<file path="config.mk">
export PLATFORM = sky130hd
export DESIGN_NAME = nios_f_oci_dct_ctrl
export DESIGN_NICKNAME = d
export VERILOG_FILES = /design/src/rtl/nios_f_oci_pkg.sv /design/src/rtl/nios_f_oci_dct_hold.sv /design/src/rtl/nios_f_oci_dct_ctrl.sv
export SDC_FILE = /design/constraint.sdc
export NUM_CORES = 1
export LEC_CHECK = 0
export ABC_AREA = 1
export ABC_CLOCK_PERIOD_IN_PS = 1540
export CORE_MARGIN = 2
export CORE_UTILIZATION = 43
export CTS_CLUSTER_DIAMETER = 60
export DETAILED_ROUTE_END_ITERATION = 12
export PLACE_DENSITY = 0.75
export SETUP_SLACK_MARGIN = 0.05
export SLEW_MARGIN = 20
export SYNTH_ARGS = -nofsm -noshare
export SYNTH_HDL_FRONTEND = slang
export SYNTH_SLANG_ARGS = --single-unit
</file>
<file path="constraint.sdc">
create_clock -name clk -period 1.54 [get_ports clk]
set_clock_uncertainty 0.1 [all_clocks]
set_input_delay 0.462 -clock clk [delete_from_list [all_inputs] [get_ports clk]]
set_output_delay 0.462 -clock clk [all_outputs]
set_load 0.05 [all_outputs]
</file>
<file path="src/rtl/nios_f_oci_pkg.sv">
// Shared parameters and types for the Nios OCI data-compressed-trace path.
package nios_f_oci_pkg;

  localparam int unsigned ATOM_W = 2;
  localparam int unsigned SLOTS  = 15;
  localparam int unsigned BUF_W  = ATOM_W * SLOTS;
  localparam int unsigned CNT_W  = $clog2(SLOTS + 1);

  typedef enum logic [1:0] {
    StIdle,
    StRun,
    StFlush
  } dct_state_e;

endpackage

</file>
<file path="src/rtl/nios_f_oci_dct_hold.sv">
// One-entry valid/ready hold register between the DCT packer and the trace-memory writer.
module nios_f_oci_dct_hold
  import nios_f_oci_pkg::*;
(
  input  logic             clk,
  input  logic             reset,
  input  logic             load,
  input  logic [BUF_W-1:0] load_data,
  input  logic [CNT_W-1:0] load_count,
  input  logic             out_ready,
  output logic             out_valid,
  output logic [BUF_W-1:0] out_data,
  output logic [CNT_W-1:0] out_count,
  output logic             hold_free
);

  logic             valid_q, valid_d;
  logic [BUF_W-1:0] data_q;
  logic [CNT_W-1:0] count_q;

  always_comb begin
    hold_free = !valid_q || out_ready;
    // A reload in the same cycle as a consume keeps the register occupied.
    valid_d   = load || (valid_q && !out_ready);
  end

  always_ff @(posedge clk) begin
    if (reset) begin
      valid_q <= 1'b0;
      data_q  <= '0;
      count_q <= '0;
    end else begin
      valid_q <= valid_d;
      if (load) begin
        data_q  <= load_data;
        count_q <= load_count;
      end
    end
  end

  assign out_valid = valid_q;
  assign out_data  = data_q;
  assign out_count = count_q;

endmodule

</file>
<file path="src/rtl/nios_f_oci_dct_ctrl.sv">
// DCT sequencing controller: packs trace atoms LSB-first into the working buffer,
// hands full or flushed buffers to the hold register and drives end-of-trace flags.
module nios_f_oci_dct_ctrl
  import nios_f_oci_pkg::*;
(
  input  logic              clk,
  input  logic              reset,
  input  logic              trace_en,
  input  logic              flush_req,
  input  logic              atom_valid,
  input  logic [ATOM_W-1:0] atom,
  output logic              atom_ready,
  output logic              out_valid,
  output logic [BUF_W-1:0]  out_data,
  output logic [CNT_W-1:0]  out_count,
  input  logic              out_ready,
  output logic [BUF_W-1:0]  dct_buffer,
  output logic [CNT_W-1:0]  dct_count,
  output logic              test_ending,
  output logic              test_has_ended
);

  localparam logic [CNT_W-1:0] FullCount = CNT_W'(SLOTS);

  dct_state_e       state_q, state_d;
  logic [BUF_W-1:0] buf_q, buf_d;
  logic [CNT_W-1:0] cnt_q, cnt_d;
  logic [CNT_W-1:0] base_cnt;
  logic             hold_free;
  logic             accept;
  logic             transfer;

  nios_f_oci_dct_hold u_hold (
    .clk        (clk),
    .reset      (reset),
    .load       (transfer),
    .load_data  (buf_q),
    .load_count (cnt_q),
    .out_ready  (out_ready),
    .out_valid  (out_valid),
    .out_data   (out_data),
    .out_count  (out_count),
    .hold_free  (hold_free)
  );

  always_comb begin
    atom_ready = (state_q == StRun) && ((cnt_q < FullCount) || hold_free);
    accept     = atom_valid && atom_ready;
    transfer   = hold_free &&
                 ((cnt_q == FullCount) || ((state_q == StFlush) && (cnt_q != '0)));
  end

  // A transfer empties the buffer first so a same-cycle atom lands in slot 0.
  always_comb begin
    buf_d    = transfer ? '0 : buf_q;
    base_cnt = transfer ? '0 : cnt_q;
    cnt_d    = base_cnt;
    if (accept) begin
      for (int i = 0; i < SLOTS; i++) begin
        if (base_cnt == CNT_W'(i)) begin
          buf_d[i*ATOM_W +: ATOM_W] = atom;
        end
      end
      cnt_d = base_cnt + 1'b1;
    end
  end

  always_comb begin
    state_d        = state_q;
    test_has_ended = 1'b0;
    unique case (state_q)
      StIdle: begin
        if (trace_en) state_d = StRun;
      end
      StRun: begin
        if (flush_req || !trace_en) state_d = StFlush;
      end
      StFlush: begin
        if ((cnt_q == '0) && !out_valid) begin
          state_d        = StIdle;
          test_has_ended = 1'b1;
        end
      end
      default: state_d = StIdle;
    endcase
  end

  always_ff @(posedge clk) begin
    if (reset) begin
      state_q <= StIdle;
      buf_q   <= '0;
      cnt_q   <= '0;
    end else begin
      state_q <= state_d;
      buf_q   <= buf_d;
      cnt_q   <= cnt_d;
    end
  end

  assign dct_buffer  = buf_q;
  assign dct_count   = cnt_q;
  assign test_ending = (state_q == StFlush);

endmodule

</file>
; ---- After elaboration in Yosys (flattened, before gate mapping)
; Cells that the tools add are included.
[classes]
reduce_logical = 19
n_addsub = 1
eq_ne = 20
div = 0
bitwise_logic = 0
mux = 25
multipliers = 0
magnitude_cmp = 1
shifts = 0
[ops]
columns = op, count
row1 = $mux 30, 2
row2 = $mux 2, 18
row3 = $eq 4x4->1 const B, 8
row4 = $eq 4x3->1 const B, 4
row5 = $eq 4x2->1 const B, 2
row6 = $logic_not 4->1, 2
row7 = $mux 4, 2
row8 = $logic_and 1x1->1, 6
row9 = $pmux 2 s3, 1
row10 = $logic_or 1x1->1, 5
row11 = $add 4x1->4 const B, 1
row12 = $eq 4x1->1 const B, 1
row13 = $lt 4x4->1 const B, 1
row14 = $ne 2x1->1 const B, 2
row15 = $reduce_bool 4->1, 1
row16 = $logic_not 1->1, 3
row17 = $reduce_and 3->1, 1
row18 = $eq 2x1->1 const B, 1
row19 = $eq 2x2->1 const B, 1
row20 = $logic_not 2->1, 1
row21 = $mux 1, 2
row22 = $ne 2x2->1 const B, 1
[totals]
output_inout_bits = 72
latch_bits = 0
inputBits = 8
mem_bits_rw = 0
regBits = 71
memories = 0
romBits = 0

; ---- Depth between registers and ports, before layout
[logic_depth]
word_depth = 8
mapped_depth = 13
ltp_nobuf = 12

; ---- Hierarchy
; A second synthesis with hierarchy kept.
[hier_totals]
hier_cells = 424
hier_area_um2 = 3106.7
[by_module_without_submodules]
columns = mod, area_per_inst_um2, instances, cells_per_inst
row1 = nios_f_oci_dct_ctrl, 1885.6, 1, 273
row2 = nios_f_oci_dct_hold, 1221.2, 1, 151

; ---- Worst setup path after synthesis
; Ideal clock, no wire load.
[synth_timing]
path_kind = register -> output
start = reg cnt_q[0], in the netlist dct_count[0]
end = out test_has_ended
setup_slack_ns = -0.927
t_arrival_ns = 1.905
path_stages_with_launch = 4
t_required_ns = 0.978
cell_sequence = dfxtp_1 nor2_1 nand3_1 nor3_1
[synth_between]
elab_chain_cells = 4
[synth_rtl]
columns = item, line
row1 = start: declaration, nios_f_oci_dct_ctrl.sv:27  ; logic [CNT_W-1:0] cnt_q, cnt_d;
row2 = start signal: assignment, nios_f_oci_dct_ctrl.sv:96  ; cnt_q <= cnt_d;
row3 = $logic_not 4->1, nios_f_oci_dct_ctrl.sv:79  ; if ((cnt_q == '0) && !out_valid) begin
row4 = $logic_and 1x1->1, nios_f_oci_dct_ctrl.sv:79
row5 = $mux 1, nios_f_oci_dct_ctrl.sv:79
row6 = $mux 1, nios_f_oci_dct_ctrl.sv:71  ; unique case (state_q)
row7 = end: declaration, nios_f_oci_dct_ctrl.sv:20  ; output logic test_has_ended
; No other way between the ends.

; ---- Worst setup path after layout
[layout_timing]
start = reg cnt_q[2], in the netlist dct_count[2]
end = reg buf_q[19], in the netlist dct_buffer[19]
[layout_between]
elab_chain_cells = 8
elab_cells_between_ends = 14
[layout_rtl]
columns = item, line
row1 = $reduce_bool 4->1, nios_f_oci_dct_ctrl.sv:50  ; ((cnt_q == FullCount) || ((state_q == StFlush) && (cnt_q != '0)));
row2 = $logic_and 1x1->1, nios_f_oci_dct_ctrl.sv:50
row3 = $logic_or 1x1->1, nios_f_oci_dct_ctrl.sv:50
row4 = $logic_and 1x1->1, nios_f_oci_dct_ctrl.sv:49  ; transfer = hold_free &&
row5 = $mux 4, nios_f_oci_dct_ctrl.sv:56  ; base_cnt = transfer ? '0 : cnt_q;
row6 = $eq 4x4->1, nios_f_oci_dct_ctrl.sv:60  ; if (base_cnt == CNT_W'(i)) begin
row7 = $mux 2, nios_f_oci_dct_ctrl.sv:60
row8 = $mux 30 *, nios_f_oci_dct_ctrl.sv:58  ; if (accept) begin
row9 = end signal: assignment, nios_f_oci_dct_ctrl.sv:95  ; buf_q <= buf_d;
row10 = end: declaration, nios_f_oci_dct_ctrl.sv:26  ; logic [BUF_W-1:0] buf_q, buf_d;
; Every way passes the cells marked *; elsewhere a longest branch is shown, timed or not.
; A chain may end at the register's enable or synchronous reset.

==> summary.txt <==
Clock network
  – CTS sink cnt: 71
  – Reg clk slew, reported paths: around 0.080 ns
  – H-Tree Depth: 3
  – CTS buffer count: 9
  – Clk Tree Root Cell: clkbuf_8
  – CTS tree: done
  – Clock Tree Buf Depth: 2
  – CTS Hold Buffers Added: 0
  – Latest clock arrival within the worst-skew pair: 0.37 ns

Yosys
  – Sequential share of the synthesized area: about half
  – Yosys reg bits: between 70 and 80
  – Syn. warnings: 0
  – Syn_area_per_cell: a little over 7 um2
  – Biggest area consumer among synthesized cells: dfxtp_1
  – Synthesized cell area: 2920 um2
  – Post-synthesis cell type count: 25
  – Synth area leaders: dfxtp_1, nor2_1, nand2_1
  – Synthesized instance count: 404
  – Synthesized net count: roughly 410
  – Yosys top cell area share: roughly half

STA
  – Period utilization: 141%
  – Min Hold Slack: about 0.40 ns
  – Max-slew violation total from the final report: 0
  – F_max: 461 MHz
  – Setup TNS: -28.95 ns
  – Final setup vio count: about 80
  – Slew @ Worst Pin: between 0.3 and 0.4 ns
  – Final min period: around 2.2 ns
  – Slew HR: about three quarters
  – Fin. Hold Viols: 0
  – Final WS setup: -0.630 ns
  – Unrepaired setup endpoints after global routing: true

Worst setup path
  – Startpoint Class: flip-flop
  – CP Data Required Time: around 1.7 ns
  – CP Capture Type: flip-flop
  – Arrival time of the worst setup path: 2.34 ns
  – Crit Path Category: flip-flop to flip-flop
  – Worst-path fanout max: 5

Status
  – Violated checks: setup timing
  – Outcome: finished with violations

GRT
  – Largest net degree at the start of global routing: between 40 and 50
  – Vias in the first global route: about 3800
  – First-pass GRT wire length: about 21000 um
  – Tot GR Track Use: between 30% and 40%
  – Grt ovf: 0
  – Initial antenna violation count: 0

Layout
  – Share of cells above drive strength 1: between 40% and 50%
  – Final #Nets: 567
  – # diodes: 0
  – Most common cell after layout, fill and taps aside: buf_12
  – Area grow syn2layout: 110%
  – Layout Cells excl Fill: ~640
  – Most frequent cells in the layout: buf_12, nor2_1, nand2_1, buf_4, dfxtp_1
  – Fillers: 206
  – Layout Cell Area excl Fill: approximately 6100 um2

Drt
  – Met3 wire len: 1850 um
  – Drc violations: 0
  – Vias: between 4000 and 5000
  – Final ANT Viol Nets: 0
  – WL final: 16700 um
  – WL met2: 7720 um
  – Metal-1 WL: 5810 um
  – Vias per cell: 6.32
  – Top routing layer in use: met4
  – DRT Pass-1 Iters: 6
  – Wire per inst: around 26 um
  – Drt initial violations: roughly 530

Power and ir drop
  – Internal: 2980 uW
  – Power Density: between 600 and 700 nW/um2
  – Seq pwr share: between 40 and 50%
  – Max IR drop VDD: just over 0.9 mV
  – Sw Ratio: about a quarter
  – Clock share of power: 43.2%
  – Psw: ~1100 uW
  – LEAKAGE: approximately 0.0025 uW
  – Total power: ~4000 uW
  – Gate power share: between 10% and 20%

Placed design
  – Post-DP Area: 4870 um2
  – Placer Congestion: around 0.89
  – Hpwl dp: ~6100 um
  – Dpl cells: 579
  – PortBufs: 79

Die
  – Rows: 30
  – # IOs: 80
  – Die ar.: roughly 7500 um2
  – CORE AREA: 6680 um2
  – Die height: approximately 86 um
  – Starting Density: between 40% and 50%
  – Die Wd: ~86 um

Hold path
  – Hold Crit Class: flip-flop to flip-flop

Flow run
  – Max-cap violations: 0
## worst max-delay path, stage by stage (launching register included)
cell and delay (ns):
dfxtp_4 0.37, nand2_1 0.14, nor2_2 0.07, buf_4 0.13, inv_2 0.09, nand2_2 0.08, nand2_4 0.12, nand3_2 0.11
nor2_4 0.17, buf_12 0.14, nand2_2 0.08, nand2_1 0.10, nand2_1 0.11, nor2_2 0.24
## Yosys cell counts, drive strengths merged
cell	number
nor2	98
a21oi	36
nand3	22
o21ai	45
nor3	2
dfxtp	71
a211oi	1
nand2	69
inv	32
clkbuf	8
buf	14
clkinv	2
a21boi	3
a2111oi	1
## layer usage
metal,up-vias,GRT usage (%)
met1,1896,43.2
met2,418,61.8
li1,1604,-
met4,0,23.2
met3,150,9.52
met5,-,1.40
## power groups by stage
stage,Combinational [uW],Sequential (uW),Clock (uW)
floorplan,133,1950,0
global placement,319,1910,0
detailed placement,326,1910,0
CTS,377,1860,1670
global route,443,1860,1820
finish,434,1860,1750
## state kept, by name, summed over array words and instances (netlist names)
signal	count
dct_buffer	30
dct_count	4
state_q	2
u_hold.out_count	4
u_hold.out_data	30
u_hold.out_valid	1
## repair_timing
| action | in CTS | in global routing |
|---|---|---|
| cloned | 9 | 1 |
| buffers inserted | 26 | 15 |
| setup endpoints to repair | 89 | 102 |
| resized for setup | 94 | 43 |
| pin swaps | 17 | 16 |
## path summary, 6_finish.rpt
kind | startpoint | to | slack [ns] | depth (start not counted)
max | dct_count[2] | dct_buffer[19] | -0.63 | 13
min | state_q[1] | state_q[0] | 0.40 | 1
max reg2reg | dct_count[2] | dct_buffer[19] | -0.63 | 13
min reg2reg | state_q[1] | state_q[0] | 0.40 | 1
## stage by stage
step | setup WS [ns] | utilization (%)
2_1_floorplan | -0.153 | -
3_3_place_gp | -0.582 | 72.9
3_5_place_dp | -0.655 | 72.9
4_1_cts | -0.360 | 87.7
5_1_grt | -0.659 | 91.6
6_report | -0.630 | 91.6
## cell families (layout without fill, tap and decap cells)
family | Yosys count | in the layout | synth area share [%]
flops | 71 | 71 | 48.7
compound gates | 86 | 86 | 15.3
simple gates | 191 | 191 | 27.4
buf+inv | 56 | 216 | 8.61
## area by class of cell
| cell class | instances | area, um2 | share of cell area (%) |
|---|---|---|---|
| clock buffer | 11 | 141 | 2.31 |
| clock inverter | 5 | 80.1 | 1.31 |
| inverter | 34 | 148 | 2.41 |
| multi-input combinational | 277 | 1620 | 26.4 |
| sequential | 71 | 1470 | 24.1 |
| tap | 80 | 100 | 1.64 |
| timing repair buffer | 166 | 2560 | 41.8 |
No activity file was read; power rests on OpenSTA's default activity.
